## src/rtl/fetch_pc_ctrl_if.sv

```systemverilog
`default_nettype none
// ============================================================================
// Module   : fetch_pc_ctrl_if
// Brief    : Hazard/execute-side signals and fetch-side results for the PC controller.
// Revision : 1.0
// ============================================================================
interface fetch_pc_ctrl_if;
    logic        stallF;
    logic        pcSrcE;
    logic [31:0] pcTargetE;
    logic [31:0] pcF;
    logic        fetchEnN;
    logic        clrD;
    logic [1:0]  stateOut;
    logic        misalignErr;
    logic [15:0] stallCnt;
    logic [15:0] flushCnt;

    modport master (
        output stallF, pcSrcE, pcTargetE,
        input  pcF, fetchEnN, clrD, stateOut, misalignErr, stallCnt, flushCnt
    );

    modport slave (
        input  stallF, pcSrcE, pcTargetE,
        output pcF, fetchEnN, clrD, stateOut, misalignErr, stallCnt, flushCnt
    );
endinterface
`default_nettype wire

```

## src/rtl/fetch_pc_ctrl.sv

```systemverilog
`default_nettype none
// ============================================================================
// Module   : fetch_pc_ctrl
// Brief    : Fetch PC register with boot/run/hold FSM, redirect, stall and stats.
// Revision : 1.0
// ============================================================================
module fetch_pc_ctrl #(
    parameter logic [31:0] RESET_PC = 32'h0000_0000
) (
    input  wire logic       clk,
    input  wire logic       reset_n,
    fetch_pc_ctrl_if.slave  bus
);

    typedef enum logic [1:0] {
        BOOT = 2'd0,
        RUN  = 2'd1,
        HOLD = 2'd2
    } state_t;

    localparam logic [15:0] c_cnt_max = 16'hFFFF;

    state_t      r_state;
    state_t      w_state_nxt;
    logic [31:0] r_pc;
    logic        r_misalign;
    logic [15:0] r_stall_cnt;
    logic [15:0] r_flush_cnt;

    logic        w_active;
    logic        w_redirect;
    logic        w_stall;

    // Redirect wins over stall; neither is honoured while booting.
    assign w_active   = (r_state == RUN) || (r_state == HOLD);
    assign w_redirect = w_active && bus.pcSrcE;
    assign w_stall    = w_active && bus.stallF && !bus.pcSrcE;

    always_comb begin
        w_state_nxt = r_state;
        unique case (r_state)
            BOOT:    w_state_nxt = RUN;
            RUN:     w_state_nxt = w_stall ? HOLD : RUN;
            HOLD:    w_state_nxt = w_stall ? HOLD : RUN;
            default: w_state_nxt = BOOT;
        endcase
    end

    always_ff @(posedge clk) begin
        if (!reset_n) begin
            r_state <= BOOT;
        end else begin
            r_state <= w_state_nxt;
        end
    end

    always_ff @(posedge clk) begin
        if (!reset_n) begin
            r_pc <= RESET_PC;
        end else if (w_redirect) begin
            r_pc <= {bus.pcTargetE[31:2], 2'b00};
        end else if (w_active && !w_stall) begin
            r_pc <= r_pc + 32'd4;
        end
    end

    always_ff @(posedge clk) begin
        if (!reset_n) begin
            r_misalign  <= 1'b0;
            r_stall_cnt <= 16'd0;
            r_flush_cnt <= 16'd0;
        end else begin
            if (w_redirect && (bus.pcTargetE[1:0] != 2'b00)) begin
                r_misalign <= 1'b1;
            end
            if (w_stall && (r_stall_cnt != c_cnt_max)) begin
                r_stall_cnt <= r_stall_cnt + 16'd1;
            end
            if (w_redirect && (r_flush_cnt != c_cnt_max)) begin
                r_flush_cnt <= r_flush_cnt + 16'd1;
            end
        end
    end

    // Decode-register controls are forced to squash/enable while in reset.
    assign bus.clrD        = !reset_n || (r_state == BOOT) || w_redirect;
    assign bus.fetchEnN    = reset_n && w_stall;
    assign bus.pcF         = r_pc;
    assign bus.stateOut    = r_state;
    assign bus.misalignErr = r_misalign;
    assign bus.stallCnt    = r_stall_cnt;
    assign bus.flushCnt    = r_flush_cnt;

endmodule
`default_nettype wire

```

## src/flat_wrapper.sv

```systemverilog
// flat-port wrapper written by rule: the top's interface ports become plain ports
module fetch_pc_ctrl_flat 
#(
    parameter logic [31:0] RESET_PC = 32'h0000_0000
)
  (clk, reset_n, bus_stallF, bus_pcSrcE, bus_pcTargetE, bus_pcF, bus_fetchEnN, bus_clrD, bus_stateOut, bus_misalignErr, bus_stallCnt, bus_flushCnt);
  fetch_pc_ctrl_if bus_i ();
  input  wire logic clk;
  input  wire logic reset_n;
  input wire logic [$bits(bus_i.stallF)-1:0] bus_stallF;
  input wire logic [$bits(bus_i.pcSrcE)-1:0] bus_pcSrcE;
  input wire logic [$bits(bus_i.pcTargetE)-1:0] bus_pcTargetE;
  output wire logic [$bits(bus_i.pcF)-1:0] bus_pcF;
  output wire logic [$bits(bus_i.fetchEnN)-1:0] bus_fetchEnN;
  output wire logic [$bits(bus_i.clrD)-1:0] bus_clrD;
  output wire logic [$bits(bus_i.stateOut)-1:0] bus_stateOut;
  output wire logic [$bits(bus_i.misalignErr)-1:0] bus_misalignErr;
  output wire logic [$bits(bus_i.stallCnt)-1:0] bus_stallCnt;
  output wire logic [$bits(bus_i.flushCnt)-1:0] bus_flushCnt;
  assign bus_i.stallF = bus_stallF;
  assign bus_i.pcSrcE = bus_pcSrcE;
  assign bus_i.pcTargetE = bus_pcTargetE;
  assign bus_pcF = bus_i.pcF;
  assign bus_fetchEnN = bus_i.fetchEnN;
  assign bus_clrD = bus_i.clrD;
  assign bus_stateOut = bus_i.stateOut;
  assign bus_misalignErr = bus_i.misalignErr;
  assign bus_stallCnt = bus_i.stallCnt;
  assign bus_flushCnt = bus_i.flushCnt;
  fetch_pc_ctrl #(.RESET_PC(RESET_PC)) u_core (.clk(clk), .reset_n(reset_n), .bus(bus_i));
endmodule
```

## config.mk

```make
export PLATFORM = sky130hd
export DESIGN_NAME = fetch_pc_ctrl_flat
export DESIGN_NICKNAME = d
export VERILOG_FILES = /design/src/rtl/fetch_pc_ctrl_if.sv /design/src/rtl/fetch_pc_ctrl.sv /design/src/flat_wrapper.sv
export SDC_FILE = /design/constraint.sdc
export NUM_CORES = 1
export LEC_CHECK = 0
export BUFFER_PORTS_ARGS = -buffer_cell sky130_fd_sc_hd__buf_2
export CAP_MARGIN = 20
export CORE_ASPECT_RATIO = 1.1
export CORE_MARGIN = 2
export CORE_UTILIZATION = 55
export DETAILED_ROUTE_END_ITERATION = 8
export PLACE_DENSITY = 0.84
export SLEW_MARGIN = 20
export SYNTH_ARGS = -nofsm -noshare
export SYNTH_HDL_FRONTEND = slang
export SYNTH_SLANG_ARGS = --single-unit
```

## constraint.sdc

```tcl
create_clock -name clk -period 3.91 [get_ports clk]
set_input_delay 0.391 -clock clk [delete_from_list [all_inputs] [get_ports clk]]
set_output_delay 0.391 -clock clk [all_outputs]
set_load 0.01 [all_outputs]
```

==> impl_results.md <==
- Routed vias: slightly below 4,000
- Maximum clock rate: around 400 MHz
- Post-synthesis cell type count: 53
- Endpoints failing setup: 0
- Seq/Total Area, Yosys: 0.362
- DRT Wirelength: 10.0 mm
- Maximum VDD drop: between 0.15 and 0.2 mV
- Max Cap Viol: 0
- Fin crit period: between 2 and 2.5 ns
- Switching pwr: around 0.42 mW
- Max clock buf depth: 2
- Row count: 30
- Mapped Area: 3600 sq um
- Hold Path End: u_core.bus.pcF[3]
- Post-CTS sizing: 0
- H-tree Lvls: 3
- Drt wl/cell: 15.9 um
- Area fraction of the dominant cell type after synthesis: 0.362
- Sequential cell fraction of total power: 0.500
- Antenna cells: 0
- Ys Warns: 0
- 1st-iter DRT viols: 319
- Slew @ Worst Pin: between 0.9 and 1 ns
- FF-to-FF End: u_core.bus.stallCnt[8]
- Clk slew on worst S/H paths: 0.07 ns
- Residual DRC count: 0
- Setup crit end kind: flop
- Hold Crit Depth: 3
- Hold Crit Class: in2reg
- Max-slew violations: 0
- Async set-or-reset flop fraction in the synthesized netlist: 0
- Clock Skew: 0.00612 ns
- Min-Delay Startpoint: bus_pcTargetE[3]
- Clock Sinks: 65
- Unrepaired setup endpoints after global routing: no
- Clk root buf: clkbuf_8
- First-pass DRT Iterations: 5
- Critical path class: reg2reg
- Worst r2r path cells: 7
- Hold Fails Final Rpt: 0
- Crit path arrival time: 2.69 ns
- Worst r2r src: u_core.bus.stateOut[0]
- Design Power: between 1 and 1.5 mW
- Clock power frac: 0.353
- Static Leak: ~1.7 nW
- Clk_lat worst skew: ~0.34 ns
- Post-synth top flop: dfxtp_1
- Synth top area cells: dfxtp_1 36%, xnor2_1 5.4%, o21ai_0 4.9%
- Cell count after synthesis: between 400 and 500
- Crit Path Max Fanout: 11
- Die height: between 80 and 90 um
- Final period utilization: 0.633
- Largest net degree at the start of global routing: 49
- Die X: just over 80 um
- Core Box Area: approximately 6200 sq um
- FF+latch count, synth: 65
- IO Pins: around 110
- Die area: roughly 7200 sq um
- Final Wtd Congestion: 0.902
- Initial Util: 0.577
- Vias per inst: between 6 and 7
- Reg-to-reg slack, setup: between 1 and 1.5 ns
- Setup_tns: 0 ns
- # fillers: between 500 and 600
- Largest area contributor in the netlist: dfxtp_1
- DP HPWL: 6.81 mm
- Status: finished, final reports clean
- I/O Buffers: roughly 100
- Global-route wire length before repair: 15.9 mm
- EDFF count, synth: 0
- CTS tree: done
- Combinational share of power: 0.147
- Nets@finish: between 500 and 600
- Syn_area_per_cell: a little under 8 sq um
- Post-CTS setup buffer count: 0
- Vias in the first global route: 3,491
- Max-slew headroom: 0.390
- Switching Fraction: 0.290
- CTS Hold Bufs: 0
- Share of cells above drive strength 1: 0.227
- GRT Overall Usage: 0.282
- WP data required: 4.12 ns
- DRT antenna net count: 0
- TritonCTS Buffers: 9
- Worst setup SP type: flop
- Power density cells: 341 nW/um^2
- Initial antenna violation count: 0
- Int Pwr: 1.04 mW
- Synthesis-to-layout area growth: 19.0%
- Global route overflow: 0
==> critical path, cell delays in order (launching register included) <==
cell and delay, ns:
dfxtp_1 0.37, inv_1 0.06, ha_1 0.48, nand3b_1 0.34
or3b_2 0.61, nor3_1 0.28, xnor2_1 0.16, nor2_1 0.06
==> through the flow <==
stage	utilization	setup WS, ns	hold slack (ns)	cell area, sq um	instances
2_1_floorplan	-	1.80	0.470	3600	458
3_3_place_gp	0.659	1.40	0.430	4110	614
3_5_place_dp	0.659	1.32	0.444	4110	614
4_1_cts	0.687	1.44	0.314	4280	630
5_1_grt	0.687	1.27	0.335	4280	630
6_report	0.687	1.43	0.322	4280	630
==> worst max path at each step <==
stage	start	endpoint	depth (start not counted)
global route	u_core.bus.stateOut[0]	u_core.bus.stallCnt[8]	7
detailed placement	bus_pcSrcE	u_core.bus.pcF[17]	6
finish	u_core.bus.stateOut[0]	u_core.bus.stallCnt[8]	7
CTS	u_core.bus.stateOut[0]	u_core.bus.stallCnt[8]	7
global placement	bus_pcSrcE	u_core.bus.pcF[17]	6
floorplan	u_core.bus.stateOut[0]	u_core.bus.pcF[3]	8
==> flip-flops by register name, indices dropped and copies added, names as in the netlist <==
name,count
u_core.bus.pcF,30
u_core.bus.flushCnt,16
u_core.bus.stallCnt,16
u_core.bus.stateOut,2
u_core.bus.misalignErr,1
==> layer usage <==
layer,share of wire,global-route usage,wire (um)
met3,0.083,0.0714,833
met1,0.43,0.347,4280
met5,0,0,0
met2,0.47,0.473,4710
met4,0.018,0.108,179
==> logic make-up (layout without fill, tap and decap cells) <==
family                   count (synthesis)  after routing  share of synthesized area
XOR/XNOR                                29             29                     0.0706
buffers and inverters                   41            133                     0.0477
adder cells (fa/ha/maj)                  5              5                     0.0174
other                                    1              2                    0.00104
flip-flops                              65             65                      0.362
AO/OA/AOI/OAI                          122            122                      0.214
AND/OR/NAND/NOR                        194            194                      0.287
==> power by group through the flow <==
stage               combinational, mW  clock (mW)  sequential [mW]
floorplan                       0.122           0            0.749
global placement                0.206           0            0.742
detailed placement              0.211           0            0.744
CTS                             0.213       0.521            0.729
global route                    0.238       0.558            0.734
finish                          0.215       0.516            0.730
==> cell usage in the layout, fill, tap and decap left out, drive strengths merged, types with 6 or more instances in the layout <==
master / Yosys / layout
buf: 6 / 105
dfxtp: 65 / 65
nor2: 41 / 41
o21ai: 36 / 36
nand2: 31 / 31
nand3: 27 / 27
a21oi: 26 / 26
nor3: 22 / 22
xnor2: 22 / 22
nor4: 17 / 17
nand4: 13 / 13
clkbuf: 23 / 13
inv: 12 / 12
and4: 12 / 12
and3: 12 / 12
o22ai: 11 / 11
a22oi: 10 / 10
a211oi: 7 / 7
xor2: 7 / 7
o211ai: 6 / 6
==> layout make-up <==
| cell class | instances | area, sq um | area share |
|---|---|---|---|
| Tap cell | 80 | 100 | 0.0234 |
| Multi-Input combinational cell | 352 | 2130 | 0.497 |
| Timing Repair Buffer | 105 | 533 | 0.125 |
| Sequential cell | 65 | 1300 | 0.304 |
| Clock inverter | 3 | 15.0 | 0.00351 |
| Clock buffer | 13 | 159 | 0.0371 |
| Inverter | 12 | 45.0 | 0.0105 |
==> cells in the mapped netlist (3+ instances only) <==
library cell and count:
xnor2_1 22, clkbuf_1 23, nor3_1 22, a22oi_1 10, xor2_1 7, nor4_1 17
dfxtp_1 65, inv_1 12, nand2_1 30, a21oi_1 26, nand4_1 12, ha_1 5
or3_1 4, and2_1 5, a311oi_1 3, and3_1 12, nor2_1 41, o211ai_1 6
a31oi_1 4, nand3_1 27, and4_1 12, a211oi_1 7, o22ai_1 11, o21ai_0 35
Power figures use the tool's default switching activity.
